--- config.mk ---
export PLATFORM = sky130hd
export DESIGN_NAME = aska_npg_cfg
export DESIGN_NICKNAME = d
export VERILOG_FILES = /design/src/rtl/aska_npg_cfg.sv
export SDC_FILE = /design/constraint.sdc
export NUM_CORES = 1
export LEC_CHECK = 0
export BUFFER_PORTS_ARGS = -buffer_cell sky130_fd_sc_hd__buf_2
export CORE_ASPECT_RATIO = 0.7
export CORE_MARGIN = 2
export CORE_UTILIZATION = 40
export DETAILED_ROUTE_END_ITERATION = 8
export HOLD_SLACK_MARGIN = 0.02
export SETUP_SLACK_MARGIN = 0.2
export SLEW_MARGIN = 20
export SYNTH_ARGS = -nofsm -noshare
export SYNTH_HDL_FRONTEND = slang
export SYNTH_SLANG_ARGS = --single-unit
--- constraint.sdc ---
create_clock -name clk -period 6.4 [get_ports clk]
set_input_delay 1.6 -clock clk [delete_from_list [all_inputs] [get_ports clk]]
set_output_delay 1.6 -clock clk [all_outputs]
set_load 0.005 [all_outputs]
--- src/rtl/aska_npg_cfg.sv ---
// Serial configuration front-end for the ASKA pulse generator: a 3-wire port writes a shadow
// parameter set, which is validated and transferred atomically to the active outputs between pulses.
module aska_npg_cfg (
  input  logic        clk,
  input  logic        resetn,
  input  logic        csn,
  input  logic        sclk,
  input  logic        sdi,
  output logic        sdo,
  input  logic        pulse_idle,
  output logic [5:0]  amplitude,
  output logic [11:0] freq,
  output logic [2:0]  phaseDuration,
  output logic [5:0]  ramp,
  output logic [7:0]  ramp_factor,
  output logic [7:0]  ON_time,
  output logic [9:0]  OFF_time,
  output logic [3:0]  electrode1,
  output logic [3:0]  electrode2,
  output logic        enable,
  output logic        cfg_error
);

  localparam logic [11:0] FREQ_RST  = 12'd400;
  localparam logic [2:0]  PHASE_RST = 3'd1;

  // Stage 0/1 synchronise the pins, stage 2 is the previous value for edge detection.
  logic [2:0] csn_sync_q;
  logic [2:0] sclk_sync_q;
  logic [1:0] sdi_sync_q;

  always_ff @(posedge clk or negedge resetn) begin
    if (!resetn) begin
      csn_sync_q  <= 3'b111;
      sclk_sync_q <= 3'b000;
      sdi_sync_q  <= 2'b00;
    end else begin
      csn_sync_q  <= {csn_sync_q[1:0], csn};
      sclk_sync_q <= {sclk_sync_q[1:0], sclk};
      sdi_sync_q  <= {sdi_sync_q[0], sdi};
    end
  end

  logic csn_low, csn_fall, csn_rise, sclk_rise, sclk_fall;

  assign csn_low   = ~csn_sync_q[1];
  assign csn_fall  =  csn_sync_q[2] & ~csn_sync_q[1];
  assign csn_rise  = ~csn_sync_q[2] &  csn_sync_q[1];
  assign sclk_rise = ~sclk_sync_q[2] &  sclk_sync_q[1];
  assign sclk_fall =  sclk_sync_q[2] & ~sclk_sync_q[1];

  logic [4:0]  bcnt_q;
  logic [23:0] frame_q;
  logic [15:0] rd_sh_q;
  logic        rd_act_q;
  logic [15:0] rd_word;

  // Shadow parameter set
  logic [5:0]  amp_sh_q;
  logic [11:0] freq_sh_q;
  logic [2:0]  ph_sh_q;
  logic [5:0]  ramp_sh_q;
  logic [7:0]  rf_sh_q;
  logic [7:0]  on_sh_q;
  logic [9:0]  off_sh_q;
  logic [7:0]  elec_sh_q;

  // Active parameter set and control state
  logic [5:0]  amp_q;
  logic [11:0] freq_q;
  logic [2:0]  ph_q;
  logic [5:0]  ramp_q;
  logic [7:0]  rf_q;
  logic [7:0]  on_q;
  logic [9:0]  off_q;
  logic [7:0]  elec_q;
  logic        en_q, en_d;
  logic        cerr_q, cerr_d;
  logic        ferr_q, ferr_d;
  logic        pend_q, pend_d;
  logic        pend_en_q, pend_en_d;
  logic        xfer;

  // Frame shifter. After 8 bits frame_q[7:0] holds {R/Wn, address}; after 24 the whole frame.
  always_ff @(posedge clk or negedge resetn) begin
    if (!resetn) begin
      bcnt_q   <= 5'd0;
      frame_q  <= 24'd0;
      rd_sh_q  <= 16'd0;
      rd_act_q <= 1'b0;
    end else if (csn_fall) begin
      bcnt_q   <= 5'd0;
      frame_q  <= 24'd0;
      rd_act_q <= 1'b0;
    end else if (csn_rise) begin
      rd_act_q <= 1'b0;
    end else if (csn_low) begin
      if (sclk_rise) begin
        if (bcnt_q != 5'd25) bcnt_q <= bcnt_q + 5'd1;
        frame_q <= {frame_q[22:0], sdi_sync_q[1]};
      end
      // The read word is loaded on the fall after the address so bit15 is ready for the 9th rise.
      if (sclk_fall) begin
        if (bcnt_q == 5'd8 && frame_q[7]) begin
          rd_sh_q  <= rd_word;
          rd_act_q <= 1'b1;
        end else if (rd_act_q) begin
          rd_sh_q <= {rd_sh_q[14:0], 1'b0};
        end
      end
    end
  end

  assign sdo = rd_act_q & csn_low & rd_sh_q[15];

  always_comb begin
    rd_word = 16'd0;
    case (frame_q[6:0])
      7'h01: rd_word = {10'd0, amp_sh_q};
      7'h02: rd_word = {4'd0, freq_sh_q};
      7'h03: rd_word = {13'd0, ph_sh_q};
      7'h04: rd_word = {10'd0, ramp_sh_q};
      7'h05: rd_word = {8'd0, rf_sh_q};
      7'h06: rd_word = {8'd0, on_sh_q};
      7'h07: rd_word = {6'd0, off_sh_q};
      7'h08: rd_word = {8'd0, elec_sh_q};
      7'h09: rd_word = {12'd0, pend_q, ferr_q, cerr_q, en_q};
      default: rd_word = 16'd0;
    endcase
  end

  logic frame_ok, bad_frame, wr_evt, ctrl_wr;

  assign frame_ok  = (bcnt_q == 5'd24);
  assign bad_frame = csn_rise & ~frame_ok;
  assign wr_evt    = csn_rise & frame_ok & ~frame_q[23];
  assign ctrl_wr   = wr_evt & (frame_q[22:16] == 7'h00);

  always_ff @(posedge clk or negedge resetn) begin
    if (!resetn) begin
      amp_sh_q  <= 6'd0;
      freq_sh_q <= FREQ_RST;
      ph_sh_q   <= PHASE_RST;
      ramp_sh_q <= 6'd0;
      rf_sh_q   <= 8'd0;
      on_sh_q   <= 8'd0;
      off_sh_q  <= 10'd0;
      elec_sh_q <= 8'd0;
    end else if (wr_evt) begin
      case (frame_q[22:16])
        7'h01: amp_sh_q  <= frame_q[5:0];
        7'h02: freq_sh_q <= frame_q[11:0];
        7'h03: ph_sh_q   <= frame_q[2:0];
        7'h04: ramp_sh_q <= frame_q[5:0];
        7'h05: rf_sh_q   <= frame_q[7:0];
        7'h06: on_sh_q   <= frame_q[7:0];
        7'h07: off_sh_q  <= frame_q[9:0];
        7'h08: elec_sh_q <= frame_q[7:0];
        default: ;
      endcase
    end
  end

  // A period must hold both phases plus the inter-phase and recovery gaps.
  logic [12:0] freq_min;
  logic        shadow_ok;

  assign freq_min  = {9'd0, ph_sh_q, 1'b0} + 13'd3;
  assign shadow_ok = (ph_sh_q != 3'd0) &&
                     (elec_sh_q[3:0] != 4'd0) && (elec_sh_q[7:4] != 4'd0) &&
                     ((elec_sh_q[3:0] & elec_sh_q[7:4]) == 4'd0) &&
                     ({1'b0, freq_sh_q} >= freq_min);

  always_comb begin
    en_d      = en_q;
    cerr_d    = cerr_q;
    ferr_d    = ferr_q;
    pend_d    = pend_q;
    pend_en_d = pend_en_q;
    xfer      = 1'b0;
    if (bad_frame) ferr_d = 1'b1;
    if (ctrl_wr) begin
      if (frame_q[2]) begin
        cerr_d = 1'b0;
        ferr_d = 1'b0;
      end
      if (frame_q[1]) begin
        if (shadow_ok) begin
          pend_d    = 1'b1;
          pend_en_d = frame_q[0];
        end else begin
          cerr_d = 1'b1;
          en_d   = 1'b0;
          pend_d = 1'b0;
        end
      end else if (!frame_q[0]) begin
        en_d = 1'b0;
      end else if (!cerr_d) begin
        en_d = 1'b1;
      end
    end else if (pend_q && pulse_idle) begin
      // Holding off on a CTRL write cycle keeps a replaced commit from transferring twice.
      xfer   = 1'b1;
      en_d   = pend_en_q;
      pend_d = 1'b0;
    end
  end

  always_ff @(posedge clk or negedge resetn) begin
    if (!resetn) begin
      en_q      <= 1'b0;
      cerr_q    <= 1'b0;
      ferr_q    <= 1'b0;
      pend_q    <= 1'b0;
      pend_en_q <= 1'b0;
    end else begin
      en_q      <= en_d;
      cerr_q    <= cerr_d;
      ferr_q    <= ferr_d;
      pend_q    <= pend_d;
      pend_en_q <= pend_en_d;
    end
  end

  always_ff @(posedge clk or negedge resetn) begin
    if (!resetn) begin
      amp_q  <= 6'd0;
      freq_q <= FREQ_RST;
      ph_q   <= PHASE_RST;
      ramp_q <= 6'd0;
      rf_q   <= 8'd0;
      on_q   <= 8'd0;
      off_q  <= 10'd0;
      elec_q <= 8'd0;
    end else if (xfer) begin
      amp_q  <= amp_sh_q;
      freq_q <= freq_sh_q;
      ph_q   <= ph_sh_q;
      ramp_q <= ramp_sh_q;
      rf_q   <= rf_sh_q;
      on_q   <= on_sh_q;
      off_q  <= off_sh_q;
      elec_q <= elec_sh_q;
    end
  end

  assign amplitude     = amp_q;
  assign freq          = freq_q;
  assign phaseDuration = ph_q;
  assign ramp          = ramp_q;
  assign ramp_factor   = rf_q;
  assign ON_time       = on_q;
  assign OFF_time      = off_q;
  assign electrode1    = elec_q[3:0];
  assign electrode2    = elec_q[7:4];
  assign enable        = en_q;
  assign cfg_error     = cerr_q;

endmodule

==> impl_metrics.tcl, run 1 <==
set metrics [dict create \
    dieArea_sq_um 22300 \
    yosysMostFrequentCell "dfrtp_1" \
    slew_headroom_pct 28.6 \
    tightest_slew_ns 1.07 \
    root_buffer "clkbuf_16" \
    overflow 0 \
    reg2regPathDepth 6 \
    power_density_nw_per_um2 257 \
    ant_nets 0 \
    syn_area_sq_um 8440 \
    nNetsFinal 737 \
    hp-class "register to register" \
    cts_resized 0 \
    fin_setup_tns_ns 0 \
    cp_max_fo 12 \
    yosys.area.top_type "dfrtp_1" \
    gp_congestion 0.912 \
    htree_levels 4 \
    yosysSeqAreaShare_pct 53.9 \
    area_growth_pct 13.0 \
    ys_ff_latch 181 \
    cpLargestDelayFamily "simple AND/OR/NAND/NOR gates" \
    seqPwrFrac_pct 49.2 \
    drtPass1Iterations 5 \
    crit_path_top_delay_cell "nor3_2" \
    crit_path_start_kind "register" \
    grt_setup_unrepaired "false" \
    clkLatencyLatePin_ns 0.43 \
    whs_ns 0.344 \
    clkTransAtPathRegs_ns 0.07 \
    arrival_ns 3.41 \
    critPathKind "register to register" \
    place_hpwl_mm 13.5 \
    cts_tree "built" \
    clkSinkCount 181 \
    fin_util_pct 46.1 \
    ys_top_cells_by_area "dfrtp_1, mux2_4, mux2_2, dfstp_2, nand2_1" \
    rows 44 \
    grt_max_degree 63 \
    p_sw_uw 638 \
    synth_nets 679 \
    ctsHoldBuffers 0 \
    syn_inst 661 \
    finalCriticalPeriod_ns 3.10 \
    min_period_over_period_pct 48.5 \
    num_vias 5529 \
    drive_above_1_share_pct 35.9 \
    start_util_pct 40.8 \
    antenna_found_initial 0 \
    crit_chain "ha_1, or4b_4, nor4_4, nand2_1, nor3_2, mux2_2" \
    p_int_mw 1.81 \
    regToRegSetupSlack_ns 3.30 \
    die_w_um 178 \
    yosysUniqueCellTypes 63 \
    p_leak_nw 4.50 \
    clockBufferDepth 2 \
    wl_per_cell_um 19.7 \
    synth_flop_cell "dfrtp_1" \
    core-area_sq_um 20700 \
    hold-path-cell-count 0 \
    cts_buffers 17 \
    grt_pass1_wl_mm 31.9 \
    cp-end-kind "register" \
    netlist.area_leader.share_pct 50.4 \
    routed_wl_mm 19.8 \
    r2r_end "freq_sh_q[0]" \
    yosysWarnings 0 \
    hp-start "sclk_sync_q[0]" \
    via_per_inst 5.49 \
    combPwrFrac_pct 7.7 \
    synth.avg_cell_area_sq_um 12.8 \
    r2r-start "csn_sync_q[1]" \
    critPathBufInv 0 \
    io_pins 70 \
    clock.fmax_mhz 322 \
    finalHoldViolCount 0 \
    yosys-top-cells-count "dfrtp_1, mux2_2, mux2_4" \
    port_buffers 69 \
    synth-edff-count 0 \
    max_cap_viol_count 0 \
    drc_errors 0 \
    worst_clock_skew_ns 0.00939 \
    max_stage_delay_ns 0.81 \
    peakVddDrop_uv 152 \
    synthArstFlopShare_pct 100 \
    drt_iter0_markers 510 \
    drv_slew 0 \
    track_usage_pct 18.7 \
    outcome "finished clean" \
    antenna_cells 0 \
    setup_viol 0 \
    required_ns 6.71 \
    switching_share_pct 26.0 \
    grt_pass1_vias 5376 \
    cts_setup_buffers 0 \
    die_h_um 126 \
    hold_end "sclk_sync_q[1]" \
    clkPwrFrac_pct 43.1 \
]
state kept, by name (all words and copies together), names as in the netlist, 2 cells and up:
name / cells
OFF_time: 10
ON_time: 8
amp_sh_q: 6
amplitude: 6
bcnt_q: 5
csn_sync_q: 3
elec_q: 8
elec_sh_q: 8
frame_q: 24
freq: 12
freq_sh_q: 12
off_sh_q: 10
on_sh_q: 8
ph_sh_q: 3
phaseDuration: 3
ramp: 6
ramp_factor: 8
ramp_sh_q: 6
rd_sh_q: 16
rf_sh_q: 8
sclk_sync_q: 3
sdi_sync_q: 2
placed cells by master (no fill, tap or decap), types with 3 or more instances in the layout:
master / Yosys / routed
nor2_1: 21 / 21
a22oi_1: 5 / 5
ha_1: 12 / 12
buf_2: 0 / 68
inv_1: 12 / 12
mux2_4: 60 / 60
a32oi_1: 5 / 5
or2_2: 5 / 5
nor3_1: 7 / 7
o22ai_1: 11 / 11
a22o_1: 3 / 3
a221oi_1: 6 / 6
a211oi_1: 10 / 10
dfrtp_1: 170 / 170
mux2_2: 65 / 65
a31oi_1: 5 / 5
clkinv_2: 0 / 3
o41ai_1: 3 / 3
nor3b_1: 3 / 3
nor4_1: 5 / 5
o31ai_1: 3 / 3
dfstp_2: 11 / 11
nand2b_1: 23 / 23
mux2i_1: 8 / 8
buf_4: 1 / 9
inv_6: 0 / 4
nor2b_1: 12 / 12
nand3_1: 17 / 17
clkbuf_16: 0 / 17
nand2_1: 53 / 53
o21ai_0: 38 / 38
a21oi_1: 8 / 8
power by group through the flow:
| stage | Combinational (mW) | Clock, mW | Sequential, mW |
|---|---|---|---|
| 6_report | 0.188 | 1.06 | 1.21 |
| 5_1_grt | 0.209 | 1.13 | 1.21 |
| 3_3_place_gp | 0.181 | 0 | 1.22 |
| 3_5_place_dp | 0.188 | 0 | 1.23 |
| 2_1_floorplan | 0.133 | 0 | 1.20 |
| 4_1_cts | 0.188 | 1.07 | 1.21 |
cells by family after synthesis:
logic type | count (synthesis) | share of synthesized area, %
AOI/OAI and AO/OA | 114 | 9.00
xor gates and xnor gates | 1 | 0.104
adders and majority gates | 12 | 1.78
buffers and inverters | 51 | 3.66
DFF | 181 | 53.9
muxes | 134 | 20.6
and+or+nand+nor | 168 | 11.0
metrics by stage:
stage | power (mW) | setup WS [ns] | instance area, sq um | cells
floorplan | 1.33 | 3.84 | 8440 | 661
global placement | 1.41 | 2.98 | 8950 | 976
detailed placement | 1.41 | 2.89 | 8950 | 976
finish | 2.45 | 3.30 | 9540 | 1008
global route | 2.55 | 3.12 | 9540 | 1008
CTS | 2.47 | 3.28 | 9540 | 1008
worst max path at each step:
stage	startpoint	endpoint	slack, ns	depth (start not counted)
2_1_floorplan	pulse_idle	OFF_time[0]	3.84	4
3_3_place_gp	pulse_idle	freq[10]	2.98	5
3_5_place_dp	pulse_idle	OFF_time[9]	2.89	5
4_1_cts	csn_sync_q[1]	freq_sh_q[0]	3.28	6
5_1_grt	csn_sync_q[1]	freq_sh_q[0]	3.12	6
6_report	csn_sync_q[1]	freq_sh_q[0]	3.30	6
cell type report:
cell class | count | area [sq um]
Tap cell | 276 | 345
Multi-Input combinational cell | 429 | 3590
Clock buffer | 19 | 443
Fill cell | 1895 | 11200
Timing Repair Buffer | 78 | 419
Clock inverter | 13 | 146
Sequential cell | 181 | 4540
Inverter | 12 | 45.0
layer usage:
metal	routed length (um)	up-vias	global-route usage (%)	part of all wire, %
met4	206	0	4.34	1.0
li1	-	2519	-	-
met5	0	-	0	0
met3	1310	13	4.84	6.6
met1	9950	2811	28.9	50
met2	8380	186	25.9	42
Power figures use the tool's default switching activity.
==> run 2, diff against run 1 <==
--- a/config.mk
+++ b/config.mk
@@ -5,6 +5,7 @@
 export SDC_FILE = /design/constraint.sdc
 export NUM_CORES = 1
 export LEC_CHECK = 0
+export ABC_AREA = 1
 export BUFFER_PORTS_ARGS = -buffer_cell sky130_fd_sc_hd__buf_2
 export CORE_ASPECT_RATIO = 0.7
 export CORE_MARGIN = 2
==> constraint.sdc (replaced) <==
create_clock -name clk -period 2.8 [get_ports clk]
set_input_delay 0.7 -clock clk [delete_from_list [all_inputs] [get_ports clk]]
set_output_delay 0.7 -clock clk [all_outputs]
set_load 0.005 [all_outputs]
==> impl_metrics.tcl, run 2 <==
set metrics [dict create \
    outcome "finished clean" \
    cts_resized 0 \
    ys_ff_latch 181 \
    max_stage_delay_ns 0.57 \
    crit_path_top_delay_cell "dfstp_2" \
    p_leak_nw 4.52 \
    finalHoldViolCount 0 \
    peakVddDrop_uv 336 \
    switching_share_pct 25.1 \
    root_buffer "clkbuf_16" \
    power_density_nw_per_um2 608 \
    ys_top_cells_by_area "dfrtp_1, nand2_1, o21ai_0, nand3_1, inv_1" \
    largest_reg_flops 24 \
    htree_levels 4 \
    regMostFlops "frame_q" \
    max_cap_viol_count 0 \
    track_usage_pct 21.5 \
    start_util_pct 40.6 \
    ant_nets 0 \
    grt_max_degree 69 \
    nNetsFinal 1021 \
    syn_area_sq_um 7990 \
    layout_commonest_cell "nand2_1" \
    multi_input_area_sq_um 2920 \
    wl_per_cell_um 16.6 \
    core-area_sq_um 19700 \
    port_buffers 69 \
    r2r-start "csn_sync_q[1]" \
    drive_above_1_share_pct 14.2 \
    reg.largest.list "frame_q: 24 flops, rd_sh_q: 16 flops" \
    yosysUniqueCellTypes 32 \
    yosysMostFrequentCell "nand2_1" \
    netlist.area_leader.share_pct 53.2 \
    num_vias 6542 \
    overflow 0 \
    cp_max_fo 16 \
    finalCriticalPeriod_ns 2.26 \
    synth.avg_cell_area_sq_um 8.56 \
    grt_setup_unrepaired "false" \
    worstSetupStartpoint "csn_sync_q[1]" \
    cts_tree "built" \
    fin_area_sq_um 9300 \
    synthArstFlopShare_pct 100 \
    tightest_slew_ns 0.657 \
    muxShareOfSynthArea_pct 0 \
    yosys-top-cells-count "nand2_1, dfrtp_1, o21ai_0" \
    whs_ns 0.270 \
    grt_pass1_wl_mm 34.7 \
    min_period_over_period_pct 80.7 \
    drc_errors 0 \
    antenna_found_initial 0 \
    fin_setup_tns_ns 0 \
    syn_inst 933 \
    yosysSeqAreaShare_pct 56.9 \
    setup_viol 0 \
    cp-end-kind "register" \
    gp_congestion 0.932 \
    synth_xor_area_share_pct 0.439 \
    yosys.area.top_type "dfrtp_1" \
    synth-simple-area-share_pct 23.0 \
    die_h_um 122 \
    place_hpwl_mm 15.2 \
    synth_nets 951 \
    synth_flop_cell "dfrtp_1" \
    io_pins 70 \
    p_sw_mw 1.42 \
    drtPass1Iterations 5 \
    synth-adder-area-share_pct 1.88 \
    ctsHoldBuffers 0 \
    post_dp_cell_area_sq_um 8710 \
    p_int_mw 4.24 \
    dieArea_sq_um 21100 \
    regToRegSetupSlack_ns 0.54 \
    place_ws_ns 0.611 \
    slew_headroom_pct 56.2 \
    fill_cells 1968 \
    antenna_cells 0 \
    crit_path_start_kind "register" \
    area_growth_pct 16.4 \
    seqPwrFrac_pct 48.1 \
    crit_chain "ha_1, nand2_1, nor3_4, nand3_1, o21ai_0" \
    drt_iter0_markers 725 \
    reg2regPathDepth 5 \
    clockBufferDepth 2 \
    fin_ws_ns 0.540 \
    clkSinkCount 181 \
    combPwrFrac_pct 8.9 \
    die_w_um 173 \
    worst_clock_skew_ns 0.00634 \
    yosysWarnings 0 \
    mostFrequentLayoutCells "nand2_1, dfrtp_1, o21ai_0" \
    grt_pass1_vias 6136 \
    cts_setup_buffers 0 \
    via_per_inst 5.10 \
    synth-edff-count 0 \
    critPathKind "register to register" \
    clkTransAtPathRegs_ns 0.06 \
    regArea_sq_um 4540 \
    required_ns 3.12 \
    routed_wl_mm 21.3 \
    synth_top_family_by_area "simple AND/OR/NAND/NOR gates" \
    synth_compound_area_share_pct 11.2 \
    clock.fmax_mhz 442 \
    r2r_end "elec_sh_q[6]" \
    clkPwrFrac_pct 43.0 \
    rows 43 \
    clkLatencyLatePin_ns 0.43 \
    drv_slew 0 \
    cts_buffers 17 \
    arrival_ns 2.58 \
    critPathBufInv 0 \
    hp-class "input pin to asynchronous set/reset pin" \
    cpLargestDelayFamily "simple AND/OR/NAND/NOR gates" \
]
==> run 2: logic make-up (layout without fill, tap and decap cells) <==
family / count (synthesis) / in the layout
and+or+nand+nor: 434 / 434
adders and majority gates: 12 / 12
DFF: 181 / 181
buffers and inverters: 126 / 207
xor gates and xnor gates: 4 / 4
AOI/OAI and AO/OA: 176 / 176
==> run 2: final cells by class <==
class / count / area share [%]
Inverter: 82 / 3.31
Tap cell: 270 / 3.63
Clock buffer: 22 / 4.99
Sequential cell: 181 / 48.9
Clock inverter: 8 / 1.35
Multi-Input combinational cell: 626 / 31.4
Timing Repair Buffer: 95 / 6.42
==> run 2: worst max-delay path by stage <==
stage | to | slack, ns | cells past startpoint
after floorplan | pend_en_q | 0.97 | 11
after global placement | freq_sh_q[3] | 0.69 | 7
after CTS | freq_sh_q[5] | 0.57 | 7
after detailed placement | freq_sh_q[9] | 0.61 | 7
final | elec_sh_q[6] | 0.54 | 5
after global routing | freq_sh_q[11] | 0.34 | 7
==> run 2: worst reg2reg max path, stage by stage (launching register included) <==
cell	delay, ns
dfstp_2	0.57
ha_1	0.22
nand2_1	0.11
nor3_4	0.36
nand3_1	0.53
o21ai_0	0.37
==> run 2: power groups by stage <==
stage / clock (mW) / combinational (mW) / sequential (mW)
6_report: 2.43 / 0.503 / 2.72
5_1_grt: 2.60 / 0.561 / 2.73
4_1_cts: 2.48 / 0.501 / 2.72
3_5_place_dp: 0 / 0.499 / 2.77
3_3_place_gp: 0 / 0.497 / 2.76
2_1_floorplan: 0 / 0.288 / 2.75
==> run 2: layer usage <==
metal,up-vias,track usage (%),share of wire (%)
met5,-,0,0
met4,0,5.35,1.3
met3,22,4.99,8.0
met2,255,28.9,39
met1,3082,34.2,51
li1,3183,-,-
==> run 2: stage by stage <==
| stage | power [mW] | utilization (%) | cells |
|---|---|---|---|
| after floorplan | 3.04 | - | 933 |
| after global placement | 3.26 | 44.2 | 1254 |
| after detailed placement | 3.27 | 44.2 | 1254 |
| after CTS | 5.70 | 47.2 | 1284 |
| after global routing | 5.89 | 47.2 | 1284 |
| final | 5.66 | 47.2 | 1284 |
